`src/rtl/vend_ctrl_multi.sv`:
```
// Multi-item vending controller: credit, vend, coin-by-coin change dispense and display hold.
// Optional per-item stock tracking is compiled in with `define VEND_STOCK_EN.
module vend_ctrl_multi #(
    parameter int unsigned                 N_ITEMS     = 4,
    parameter int unsigned                 PRICE_W     = 7,
    parameter logic [N_ITEMS*PRICE_W-1:0]  PRICES      = {7'd30, 7'd24, 7'd15, 7'd5},
    parameter int unsigned                 COIN_HI     = 10,
    parameter int unsigned                 COIN_LO     = 5,
    parameter int unsigned                 MAX_CREDIT  = 100,
    parameter int unsigned                 PULSE_GAP   = 50_000_000,
    parameter int unsigned                 HOLD_CYCLES = 100_000_000
) (
    input  logic               clk,
    input  logic               rst,
    input  logic               key_sel,
    input  logic               key_coin_hi,
    input  logic               key_coin_lo,
    input  logic               key_cancel,
    input  logic               key_restock,
    output logic [3:0]         item_idx,
    output logic [PRICE_W-1:0] price_need,
    output logic [PRICE_W-1:0] credit,
    output logic [PRICE_W-1:0] change_out,
    output logic               vend_pulse,
    output logic               coin_hi_out,
    output logic               coin_lo_out,
    output logic               reject,
    output logic               busy,
    output logic [3:0]         led_value,
    output logic               sold_out
);

    localparam int unsigned CW     = PRICE_W + 1;
    localparam int unsigned GAP_W  = $clog2(PULSE_GAP);
    localparam int unsigned HOLD_W = (HOLD_CYCLES > 1) ? $clog2(HOLD_CYCLES) : 1;

    typedef enum logic [2:0] {
        S_IDLE,
        S_CREDIT,
        S_VEND,
        S_DISPENSE,
        S_HOLD
    } state_t;

    state_t              state, state_nxt;
    logic [PRICE_W-1:0]  rem;
    logic [GAP_W-1:0]    gap_cnt;
    logic [HOLD_W-1:0]   hold_cnt;
    logic                refund, refund_nxt;
    logic [3:0]          item_nxt;

    logic                coin_key, coin_over, coin_take, coin_refuse;
    logic [CW-1:0]       coin_val, credit_sum;
    logic                refund_req, vend_due;
    logic [PRICE_W-1:0]  vend_change, coin_amt;
    logic                slot, rem_last, hold_done;

    // Wide sum so the ceiling comparison can never wrap.
    function automatic logic [CW-1:0] coin_sum(input logic [PRICE_W-1:0] cur,
                                               input logic [CW-1:0] val);
        return {1'b0, cur} + val;
    endfunction

    function automatic logic [3:0] led_code(input state_t s, input logic [3:0] idx,
                                            input logic rf);
        if (s == S_IDLE || s == S_CREDIT)
            return 4'd2 + idx;
        return rf ? 4'd15 : 4'd14;
    endfunction

    assign price_need = PRICES[item_idx*PRICE_W +: PRICE_W];

    always_comb begin
        coin_key    = key_coin_hi | key_coin_lo;
        coin_val    = key_coin_hi ? CW'(COIN_HI) : CW'(COIN_LO);
        credit_sum  = coin_sum(credit, coin_val);
        coin_over   = credit_sum > CW'(MAX_CREDIT);
        coin_take   = coin_key && !key_cancel && !sold_out && !coin_over;
        coin_refuse = coin_key && !key_cancel && (sold_out || coin_over);
        refund_req  = key_cancel || (key_sel && !coin_key);
        vend_due    = (state == S_CREDIT) && (credit >= price_need);
        vend_change = credit - price_need;
        slot        = (state == S_DISPENSE) && (gap_cnt == '0);
        coin_amt    = (rem >= PRICE_W'(COIN_HI)) ? PRICE_W'(COIN_HI) : PRICE_W'(COIN_LO);
        rem_last    = rem <= coin_amt;
        hold_done   = (state == S_HOLD) && (hold_cnt == '0);
    end

    always_comb begin
        item_nxt = item_idx;
        if (state == S_IDLE && key_sel && !key_cancel && !coin_key)
            item_nxt = (item_idx == 4'(N_ITEMS - 1)) ? 4'd0 : item_idx + 4'd1;
    end

    always_comb begin
        refund_nxt = refund;
        if (state == S_CREDIT && !vend_due && refund_req)
            refund_nxt = 1'b1;
        else if (hold_done)
            refund_nxt = 1'b0;
    end

    // FSM state register
    always_ff @(posedge clk) begin
        if (rst)
            state <= S_IDLE;
        else
            state <= state_nxt;
    end

    // FSM next-state logic
    always_comb begin
        state_nxt = state;
        case (state)
            S_IDLE:     if (coin_take) state_nxt = S_CREDIT;
            S_CREDIT: begin
                if (vend_due)
                    state_nxt = S_VEND;
                else if (refund_req)
                    state_nxt = S_DISPENSE;
            end
            S_VEND:     state_nxt = (vend_change == '0) ? S_HOLD : S_DISPENSE;
            S_DISPENSE: if (slot && rem_last) state_nxt = S_HOLD;
            S_HOLD:     if (hold_done) state_nxt = S_IDLE;
            default:    state_nxt = S_IDLE;
        endcase
    end

    // FSM outputs
    always_comb begin
        vend_pulse  = (state == S_VEND);
        busy        = (state == S_VEND) || (state == S_DISPENSE) || (state == S_HOLD);
        coin_hi_out = slot && (rem >= PRICE_W'(COIN_HI));
        coin_lo_out = slot && (rem < PRICE_W'(COIN_HI)) && (rem != '0);
    end

    always_ff @(posedge clk) begin
        if (rst) begin
            item_idx   <= 4'd0;
            credit     <= '0;
            change_out <= '0;
            rem        <= '0;
            gap_cnt    <= '0;
            hold_cnt   <= '0;
            refund     <= 1'b0;
            reject     <= 1'b0;
            led_value  <= 4'd1;
        end else begin
            item_idx  <= item_nxt;
            refund    <= refund_nxt;
            reject    <= 1'b0;
            led_value <= led_code(state_nxt, item_nxt, refund_nxt);
            case (state)
                S_IDLE: begin
                    if (coin_take)
                        credit <= credit_sum[PRICE_W-1:0];
                    else if (coin_refuse)
                        reject <= 1'b1;
                end
                S_CREDIT: begin
                    if (!vend_due) begin
                        if (refund_req) begin
                            change_out <= credit;
                            rem        <= credit;
                            gap_cnt    <= '0;
                        end else if (coin_take) begin
                            credit <= credit_sum[PRICE_W-1:0];
                        end else if (coin_refuse) begin
                            reject <= 1'b1;
                        end
                    end
                end
                S_VEND: begin
                    change_out <= vend_change;
                    rem        <= vend_change;
                    gap_cnt    <= '0;
                    hold_cnt   <= HOLD_W'(HOLD_CYCLES - 1);
                end
                S_DISPENSE: begin
                    if (slot) begin
                        rem      <= rem_last ? '0 : rem - coin_amt;
                        gap_cnt  <= GAP_W'(PULSE_GAP - 1);
                        hold_cnt <= HOLD_W'(HOLD_CYCLES - 1);
                    end else begin
                        gap_cnt <= gap_cnt - 1'b1;
                    end
                end
                S_HOLD: begin
                    if (hold_done) begin
                        credit     <= '0;
                        change_out <= '0;
                    end else begin
                        hold_cnt <= hold_cnt - 1'b1;
                    end
                end
                default: ;
            endcase
        end
    end

`ifdef VEND_STOCK_EN
    localparam int unsigned IDX_W = (N_ITEMS > 1) ? $clog2(N_ITEMS) : 1;

    logic [3:0] stock [N_ITEMS];
    logic [IDX_W-1:0] stock_idx;

    assign stock_idx = item_idx[IDX_W-1:0];

    always_ff @(posedge clk) begin
        if (rst || (state == S_IDLE && key_restock)) begin
            for (int i = 0; i < N_ITEMS; i++)
                stock[i] <= 4'd9;
        end else if (state == S_VEND && stock[stock_idx] != 4'd0) begin
            stock[stock_idx] <= stock[stock_idx] - 4'd1;
        end
    end

    assign sold_out = (stock[stock_idx] == 4'd0);
`else
    logic unused_restock;
    assign unused_restock = key_restock;
    assign sold_out       = 1'b0;
`endif

endmodule
```
`config.mk`:
```
export PLATFORM = sky130hd
export DESIGN_NAME = vend_ctrl_multi
export DESIGN_NICKNAME = d
export VERILOG_FILES = /design/src/rtl/vend_ctrl_multi.sv
export SDC_FILE = /design/constraint.sdc
export NUM_CORES = 1
export LEC_CHECK = 0
export ABC_AREA = 1
export ABC_CLOCK_PERIOD_IN_PS = 3600
export CAP_MARGIN = 20
export CORE_MARGIN = 2
export CORE_UTILIZATION = 48
export DETAILED_ROUTE_END_ITERATION = 10
export GPL_ROUTABILITY_DRIVEN = 1
export PLACE_DENSITY_LB_ADDON = 0.08
export SKIP_CTS_REPAIR_TIMING = 1
export SYNTH_ARGS = -nofsm -noshare
export SYNTH_HDL_FRONTEND = slang
export SYNTH_SLANG_ARGS = --single-unit
```
`constraint.sdc`:
```
create_clock -name clk -period 3.6 [get_ports clk]
set_input_delay 0.54 -clock clk [delete_from_list [all_inputs] [get_ports clk]]
set_output_delay 0.54 -clock clk [all_outputs]
set_load 0.1 [all_outputs]
```
Word level (Yosys, flattened, before mapping)

Index checks and enable logic that the tools add are counted.

Add/sub/neg operators: 7
Multiply operators: 1
Magnitude comparators: 5
Equal/unequal tests: 12
Shifts and indexed selects: 1
Mux-type cells: 41
Bitwise logic cells: 1
Reduce and logical (&&, ||, !) cells: 39

Operators by type and width:

| cell                                                                                 | count |
|---|---|
| 27-bit case mux with 3 select lines                                                  | 1 |
| 26-bit 2-to-1 mux                                                                    | 3 |
| 26-bit case mux with 3 select lines                                                  | 1 |
| 7-bit case mux with 3 select lines                                                   | 3 |
| 7-bit 2-to-1 mux                                                                     | 8 |
| 27-bit 2-to-1 mux                                                                    | 2 |
| 28-bit by 8-bit variable part select with 7-bit output (first input constant)        | 1 |
| 27-bit logical NOT                                                                   | 1 |
| 27-bit by 1-bit subtractor with 27-bit output (second input constant)                | 1 |
| 26-bit logical NOT                                                                   | 1 |
| 26-bit by 1-bit subtractor with 26-bit output (second input constant)                | 1 |
| 4-bit 2-to-1 mux                                                                     | 6 |
| 3-bit 2-to-1 mux                                                                     | 6 |
| 1-bit logical AND                                                                    | 16 |
| 3-bit case mux with 5 select lines                                                   | 1 |
| 2-bit inequality test (second input constant)                                        | 6 |
| 4-bit AND reduction                                                                  | 3 |
| 3-bit nonzero test                                                                   | 4 |
| 1-bit 2-to-1 mux                                                                     | 9 |
| 7-bit by 4-bit adder with 8-bit output                                               | 1 |
| 8-bit by 7-bit greater-than comparator with 1-bit output (second input constant)     | 1 |
| 7-bit by 4-bit greater-or-equal comparator with 1-bit output (second input constant) | 1 |
| 7-bit greater-or-equal comparator                                                    | 1 |
| 7-bit by 4-bit less-or-equal comparator with 1-bit output                            | 1 |
| other kinds (18)                                                                     | 28 |

Register bits after elaboration: 87
Bits of input ports: 7
Output and inout bits: 35
Word-level logic and storage cells: 117

Depth between registers and ports, before layout

Gate-level depths: netlist of the first run.

Depth after elaboration: 12
Mapped depth: 19
Depth with buffers taken out: 19

Worst setup path before layout of the first run

Ideal clock, no wire load.

Path kind: flip-flop to flip-flop
From: reg item_idx[0]
To: reg gap_cnt[1]
Library setup time: 116 ps
Data arrival time: 4,306 ps
Data required time: 3,484 ps
Path slack: -822 ps
Cell stages (with the launch flop): 17
Path buffers: 1
Period minus slack after synthesis: 4,422 ps
Cell sequence: dfxtp_1 inv_1 nor2_1 nor2_1 ha_1 nand2_1 nand2_1 inv_1 nand2_1 nand4_1 nand3_1 nand2_1 nand2_1 buf_2 nor2_2 o21ai_0 o211a_1

Cells in the longest elaborated chain, start to end: 6

RTL lines:

| item                                                   | RTL line | text |
|---|---|---|
| start, declared                                        | 20       | `output logic [3:0] item_idx,` |
| start signal, assigned                                 | 149      | `item_idx <= item_nxt;` |
| 4-bit by 3-bit multiplier with 7-bit output            | 71       | `assign price_need = PRICES[item_idx*PRICE_W +: PRICE_W];` |
| 28-bit by 8-bit variable part select with 7-bit output | 71       |  |
| via price_need[1]                                      | 21       | `output logic [PRICE_W-1:0] price_need,` |
| 7-bit greater-or-equal comparator                      | 81       | `vend_due = (state == S_CREDIT) && (credit >= price_need);` |
| 1-bit logical AND                                      | 81       |  |
| 2-bit inequality test (no line)                        | --       |  |
| 3-bit AND reduction (no line)                          | --       |  |
| end signal, assigned                                   | 182      | `gap_cnt <= GAP_W'(PULSE_GAP - 1);` |
| end signal, assigned                                   | 185      | `gap_cnt <= gap_cnt - 1'b1;` |
| end, declared                                          | 47       | `logic [GAP_W-1:0] gap_cnt;` |

The timed path passes the listed nets, and every way through them passes these cells.
A chain may end at the register's enable or synchronous reset.

Worst setup path after layout of the first run

From: in key_coin_hi
To: reg credit[6]

Cells in the longest elaborated chain, start to end: 9
Elaborated cells between the ends (all ways): 16
Those cells by class: add/sub: 1; order compare: 1; eq/ne: 1; mux: 5; bitwise: 1; reduce/logical: 7

RTL lines:

| item                                                     | RTL line | text |
|---|---|---|
| start, declared                                          | 16       | `input logic key_coin_hi,` |
| 4-bit 2-to-1 mux                                         | 75       | `coin_val = key_coin_hi ? CW'(COIN_HI) : CW'(COIN_LO);` |
| 7-bit by 4-bit adder with 8-bit output                   | 61       | `return {1'b0, cur} + val;` |
| 8-bit by 7-bit greater-than comparator with 1-bit output | 77       | `coin_over = credit_sum > CW'(MAX_CREDIT);` |
| 1-bit logical NOT                                        | 78       | `coin_take = coin_key && !key_cancel && !sold_out && !coin_over;` |
| 1-bit logical AND                                        | 78       |  |
| 7-bit 2-to-1 mux                                         | 155, 166 |  |
| 7-bit 2-to-1 mux                                         | 162      | `if (refund_req) begin` |
| 7-bit 2-to-1 mux                                         | 161      | `if (!vend_due) begin` |
| 7-bit case mux with 3 select lines                       | 153      | `case (state)` |
| end signal, assigned                                     | 156      | `credit <= credit_sum[PRICE_W-1:0];` |
| end signal, assigned                                     | 167      | `credit <= credit_sum[PRICE_W-1:0];` |
| end, declared                                            | 22       | `output logic [PRICE_W-1:0] credit,` |

Several ways; a longest one is shown, not always the timed one. The select of a mux whose other input is x is not followed.

==> reports/qor.txt, run 1 <==
Synth cell types: 41
Setup crit end kind: register
Largest net degree at the start of global routing: 53
Worst hold path type: register to register
Final Cycle Share: 83.8%
Initial Util: 49.5%
Synth Flop Type: dfxtp_1
CTS clk-pin slew, worst paths: 0.06 ns
Port bufs: 37
Crit Path Max Fanout: 14
CP required: 3.84 ns
EDFF count, synth: 0
Final Max Tran Viols: 0
Fmax: 332 MHz
Layout Nets: 950
Mapped Cells: 892
CTS sink count: 87
Fraction of layout cells with a size suffix above 1: 7.66%
FP Rows: 39
Worst R2R Start: item_idx[3]$_SDFF_PP0_
Number of global-route vias before repair: 5136
Total grt overflow: 0
CTS Buffer Depth: 2
Antenna-violating nets left: 0
Max-Cap Viols: 0
Headroom to the max-slew limit: 32.6%
Async set or reset register ratio after synthesis: 0%
Core area: 11500 µm²
Status: finished, violations left
Post-Syn Area: 5700 µm²
Initial antenna violation count: 0
Drt pass-1 iters: 7
Crit start category: input pin
Final hold vios: 0
Seq cells post-synth: 87
Routed via count: 5565
Worst EP arrival: 3.26 ns
CTS tree: built
Ant. Diodes: 0
H-tree depth: 3
First-pass GRT wire length: 24100 µm
Least-Margin Pin Slew: 1.01 ns
GRT Util Overall: 23.0%
Wire per inst: 13.4 µm
Die Area: 12800 µm²
PnR Total Power: 7170 µW
Via-to-Cell Ratio: 5.20
Initial DRC Count: 322
Main area contributors after synthesis: dfxtp_1, nand2_1, nor2_1, inv_1, a21oi_1
Avg Inst Size Synth: 6.39 µm²
RSZ-0062 raised after global routing: false
Syn-to-layout area delta: 13.8%
P per Cell Area: 1110 nW/µm²
I/O pins: 42
Hpwl dp: 10700 µm
Min Tclk post-route: 3.02 ns
Post-synth top area share: 30.5%
Multi-input gate area: 3410 µm²
Clk Tree Root Cell: clkbuf_16
Die Wd: 113 µm
Total CTS buffers: 9
Crit Path Class: input pin to register
Clk_lat worst skew: 0.35 ns
# fillers: 1153
GPL Wtd Cong: 0.923
Post-route DRC violation count: 2
Sequential area share after synthesis: 30.5%
Final setup fails: 0
Clk_skew: 0.00993 ns
Maximum VDD drop: 0.660 mV
Yosys top cell by area: dfxtp_1
Setup total negative slack: 0 ns
Crit path launch: key_coin_hi
Leakage: 0.00302 µW
DIE HEIGHT: 113 µm
DRT Wirelength: 14300 µm
Failing checks: design-rule violations
Register area: 1740 µm²
Hold path start: change_out[1]$_SDFFE_PP0P_
Synth warnings: 0
[sequential cells by signal (all words and copies together) (netlist names)]
| name | flops |
|---|---|
| change_out | 7 |
| hold_cnt | 27 |
| led_value | 4 |
| gap_cnt | 26 |
| reject | 1 |
| state | 3 |
| item_idx | 4 |
| credit | 7 |
| rem | 7 |
| refund | 1 |
[synth_stat cells, types with 5 or more instances]
cell,n
dfxtp_1,87
nand4_1,18
nor2_1,124
buf_4,5
a221oi_1,5
nor2_2,7
ha_1,18
inv_2,6
inv_1,110
buf_2,7
clkbuf_1,11
nor3_1,16
nand2_2,6
nand2_1,208
xnor2_1,14
a21oi_1,69
nand3_1,62
or2_2,5
o21ai_0,50
xor2_1,25
[stage by stage]
| step | utilization, % | cells | cell area, µm² | hold WS (ns) | setup slack (ns) |
|---|---|---|---|---|---|
| 3_5_place_dp | 53.6 | 1055 | 6170 | 0.437 | 0.260 |
| 6_report | 56.3 | 1070 | 6490 | 0.445 | 0.584 |
| 2_1_floorplan | - | 894 | 5740 | 0.429 | 0.00113 |
| 3_3_place_gp | 53.6 | 1055 | 6170 | 0.432 | 0.446 |
| 5_1_grt | 56.3 | 1070 | 6490 | 0.471 | 0.289 |
| 4_1_cts | 56.3 | 1070 | 6490 | 0.447 | 0.563 |
[final timing paths]
check,slack [ns],endpoint,depth (start not counted)
setup / recovery,0.58,credit[6]$_SDFFE_PP0P_,14
hold / removal,0.44,change_out[1]$_SDFFE_PP0P_,2
setup reg to reg,0.59,gap_cnt[16]$_SDFFE_PP0P_,19
hold reg to reg,0.44,change_out[1]$_SDFFE_PP0P_,2
[critical path: stages]
cell             delay, ns
clkdlybuf4s50_1       0.48
inv_1                 0.16
ha_1                  0.21
inv_1                 0.06
fa_1                  0.40
o21ai_1               0.23
nand2_1               0.07
nor2_1                0.15
xor2_1                0.24
nand3_1               0.15
nand3_1               0.12
nand2_2               0.18
a21oi_1               0.20
nor2_1                0.06
[per-layer routing]
layer,up-vias,global-route usage (%),wire (µm)
met4,0,6.34,207
li1,2924,-,-
met3,14,4.77,546
met1,2546,30.7,6920
met2,81,37.8,6640
met5,-,0,0
[power breakdown]
group / leakage (µW) / internal (µW) / switching [µW]
registers: 0.000711 / 1260 / 303
logic: 0.00215 / 1530 / 3060
clock network: 0.000159 / 624 / 389
total: 0.00302 / 3420 / 3750
[cell families (layout without fill, tap and decap cells)]
family	count (synthesis)	in the layout	synth area share [%]
buffers and inverters	143	176	10.4
adders and majority gates	20	20	4.65
xor gates and xnor gates	39	39	5.99
and+or+nand+nor	461	461	35.0
AOI/OAI and AO/OA	141	141	13.4
DFF	87	87	30.5
other	1	3	0.0657
[area by class of cell]
class                           count  area share, %
Clock buffer                       10           3.68
Multi-Input combinational cell    664           52.5
Clock inverter                      5           1.27
Inverter                          117           6.85
Timing Repair Buffer               44           6.09
Sequential cell                    87           26.9
Tap cell                          143           2.76
[placed cells by master (no fill, tap or decap), types with 7 or more instances in the layout]
| cell type | synthesis | final |
|---|---|---|
| dfxtp_1 | 87 | 86 |
| nor2_1 | 124 | 121 |
| ha_1 | 18 | 18 |
| xnor2_1 | 14 | 14 |
| nor2_4 | 4 | 7 |
| clkbuf_16 | 0 | 9 |
| nor2_2 | 7 | 7 |
| o21ai_0 | 50 | 50 |
| inv_1 | 110 | 110 |
| nor3_1 | 16 | 15 |
| xor2_1 | 25 | 25 |
| nand2_1 | 208 | 208 |
| a21oi_1 | 69 | 69 |
| nand3_1 | 62 | 62 |
| clkdlybuf4s50_1 | 0 | 27 |
| buf_4 | 5 | 16 |
| nand4_1 | 18 | 18 |
No activity file was read; power rests on OpenSTA's default activity.
==> run 2, diff against run 1 <==
--- a/config.mk
+++ b/config.mk
@@ -6,7 +6,7 @@
 export NUM_CORES = 1
 export LEC_CHECK = 0
 export ABC_AREA = 1
-export ABC_CLOCK_PERIOD_IN_PS = 3600
+export ABC_CLOCK_PERIOD_IN_PS = 2900
 export CAP_MARGIN = 20
 export CORE_MARGIN = 2
 export CORE_UTILIZATION = 48
==> constraint.sdc (replaced) <==
create_clock -name clk -period 2.9 [get_ports clk]
set_input_delay 0.435 -clock clk [delete_from_list [all_inputs] [get_ports clk]]
set_output_delay 0.435 -clock clk [all_outputs]
set_load 0.1 [all_outputs]
==> run 2 against run 1 <==
Net effect: the flow still finishes with violations (design-rule violations); global-route usage is 0.84 points higher; utilization is 1.3 points higher; clock power is 11% higher; flip-flop and latch count stayed put; critical path type is now register to primary output; sequential share of layout area is 0.35 points lower; sequential power is 24% higher; register-to-register slack worse by 0.39 ns; first-iteration DRC count is 5.3% higher; clock skew is 0.0019 ns lower.
==> reports/qor.txt, run 2 (same netlist as run 1, synthesis figures left out) <==
Status: finished, violations left (unchanged)
Failing checks: design-rule violations (unchanged)
H-tree depth: 3 (unchanged)
Port bufs: 37 (unchanged)
Max-Cap Viols: 0 (unchanged)
Number of global-route vias before repair: 5422 (was 5136)
CTS sink count: 87 (unchanged)
CTS tree: built (unchanged)
Ant. Diodes: 0 (unchanged)
Finished layout cell area: 6640 µm² (was 6490 µm²)
I/O pins: 42 (unchanged)
GRT Util Overall: 23.8% (was 23.0%)
Initial DRC Count: 339 (was 322)
WHS: 0.448 ns (was 0.445 ns)
P per Cell Area: 1340 nW/µm² (was 1110 nW/µm²)
Worst Hold Path EP: change_out[2]$_SDFFE_PP0P_ (was change_out[1]$_SDFFE_PP0P_)
Layout Nets: 965 (was 950)
Antenna-violating nets left: 0 (unchanged)
Fmax: 370 MHz
Max reg flops: 27 (unchanged)
Crit start category: register (was input pin)
Die Area: 12800 µm² (unchanged)
Hold path start: change_out[2]$_SDFFE_PP0P_ (was change_out[1]$_SDFFE_PP0P_)
Pre-CTS WS: -0.0547 ns (was 0.260 ns)
Finished Core Util: 57.6% (was 56.3%)
Drt pass-1 iters: 8 (was 7)
CP required: 2.47 ns (was 3.84 ns)
First-pass GRT wire length: 25000 µm (was 24100 µm)
GPL Wtd Cong: 0.940 (was 0.923)
Clk Tree Root Cell: clkbuf_16 (unchanged)
Fraction of layout cells with a size suffix above 1: 13.6% (was 7.66%)
Initial antenna violation count: 0 (unchanged)
Total CTS buffers: 9 (unchanged)
Most frequent cells in the layout: nand2_1, nor2_1, inv_1 (unchanged)
Final hold vios: 0 (unchanged)
Worst r2r path cells: 15 (was 19)
Die Wd: 113 µm (unchanged)
FP Rows: 39 (unchanged)
Commonest non-fill, non-tap cell in the layout: nand2_1 (unchanged)
Largest regs: hold_cnt (27), gap_cnt (26) (unchanged)
Largest net degree at the start of global routing: 52 (was 53)
Crit Path Class: register to primary output (was input pin to register)
Placed cell areas: 6320 µm² (was 6170 µm²)
Syn-to-layout area delta: 16.3% (was 13.8%)
Clk_lat worst skew: 0.35 ns (about the same)
Final worst slack: 0.196 ns (was 0.584 ns)
Leakage: 0.00314 µW (was 0.00302 µW)
Crit Path Max Fanout: 5 (was 14)
Setup crit end kind: primary output (was register)
DRT Wirelength: 14600 µm (was 14300 µm)
Hold Crit Depth: 2 (unchanged)
Worst EP arrival: 2.27 ns (was 3.26 ns)
Total grt overflow: 0 (unchanged)
Hpwl dp: 11100 µm (was 10700 µm)
Clk_skew: 0.00804 ns (was 0.00993 ns)
R2r setup slk: 0.20 ns (was 0.59 ns)
CTS clk-pin slew, worst paths: 0.07 ns (was 0.06 ns)
DIE HEIGHT: 113 µm (unchanged)
Headroom to the max-slew limit: 53.8% (was 32.6%)
Initial Util: 49.5% (unchanged)
RSZ-0062 raised after global routing: false (unchanged)
Reg2Reg Capture Point: change_out[0]$_SDFFE_PP0P_ (was gap_cnt[16]$_SDFFE_PP0P_)
Worst R2R Start: item_idx[3]$_SDFF_PP0_ (unchanged)
Final setup fails: 0 (unchanged)
Post-route DRC violation count: 3 (was 2)
Worst hold path type: register to register (unchanged)
Routed via count: 5682 (was 5565)
Maximum VDD drop: 0.625 mV (was 0.660 mV)
Core area: 11500 µm² (unchanged)
Least-Margin Pin Slew: 0.686 ns (was 1.01 ns)
Via-to-Cell Ratio: 5.23 (was 5.20)
Largest Register: hold_cnt (unchanged)
Final Cycle Share: 93.3%
Final Max Tran Viols: 0 (unchanged)
Min Tclk post-route: 2.70 ns
CTS Buffer Depth: 2 (unchanged)
Wire per inst: 13.4 µm (about the same)
run 2: how the worst max path moves through the flow:
stage	startpoint	to	slack (ns)	cells after the start
3_3_place_gp	key_coin_hi	credit[0]$_SDFFE_PP0P_	0.01	13
6_report	gap_cnt[0]$_SDFFE_PP0P_	coin_lo_out	0.20	11
4_1_cts	item_idx[3]$_SDFF_PP0_	gap_cnt[11]$_SDFFE_PP0P_	0.14	17
5_1_grt	item_idx[3]$_SDFF_PP0_	change_out[2]$_SDFFE_PP0P_	0.03	15
2_1_floorplan	item_idx[3]$_SDFF_PP0_	led_value[1]$_SDFF_PP0_	-0.11	16
3_5_place_dp	key_coin_hi	credit[0]$_SDFFE_PP0P_	-0.05	13
run 2: critical path: stages, from the launching register on:
cell and delay, ns:
dfxtp_1 0.30, inv_1 0.13, ha_1 0.27, nand2_2 0.10
nor2_4 0.14, nand2_2 0.10, nor2_4 0.13, nand3_2 0.10
nor2_1 0.16, inv_1 0.11, nor3_4 0.17, buf_12 0.20
run 2: power breakdown:
| part | leakage (µW) | internal [µW] | switching (µW) |
|---|---|---|---|
| combinational | 0.00229 | 1980 | 3870 |
| clock | 0.000139 | 593 | 526 |
| sequential | 0.000714 | 1570 | 380 |
| total | 0.00314 | 4140 | 4770 |
run 2: layout make-up:
cell class / instances / area (µm²)
Clock buffer: 9 / 225
Fill cell: 1161 / 4880
Timing Repair Buffer: 59 / 500
Sequential cell: 87 / 1760
Tap cell: 143 / 179
Clock inverter: 7 / 55.1
Inverter: 117 / 447
Multi-Input combinational cell: 664 / 3470
run 2: metrics by stage:
step	TNS (ns)	total power, µW	instances
final	0	8910	1086
after global routing	0	9780	1086
after CTS	0	8890	1086
after detailed placement	-0.300	7730	1070
after global placement	0	7620	1070
after floorplan	-0.984	6530	894
run 2: layer usage:
| metal | GRT usage [%] | wire length [µm] |
|---|---|---|
| met4 | 7.80 | 210 |
| met1 | 31.3 | 6900 |
| met2 | 40.1 | 6950 |
| met5 | 0 | 0 |
| met3 | 3.75 | 510 |
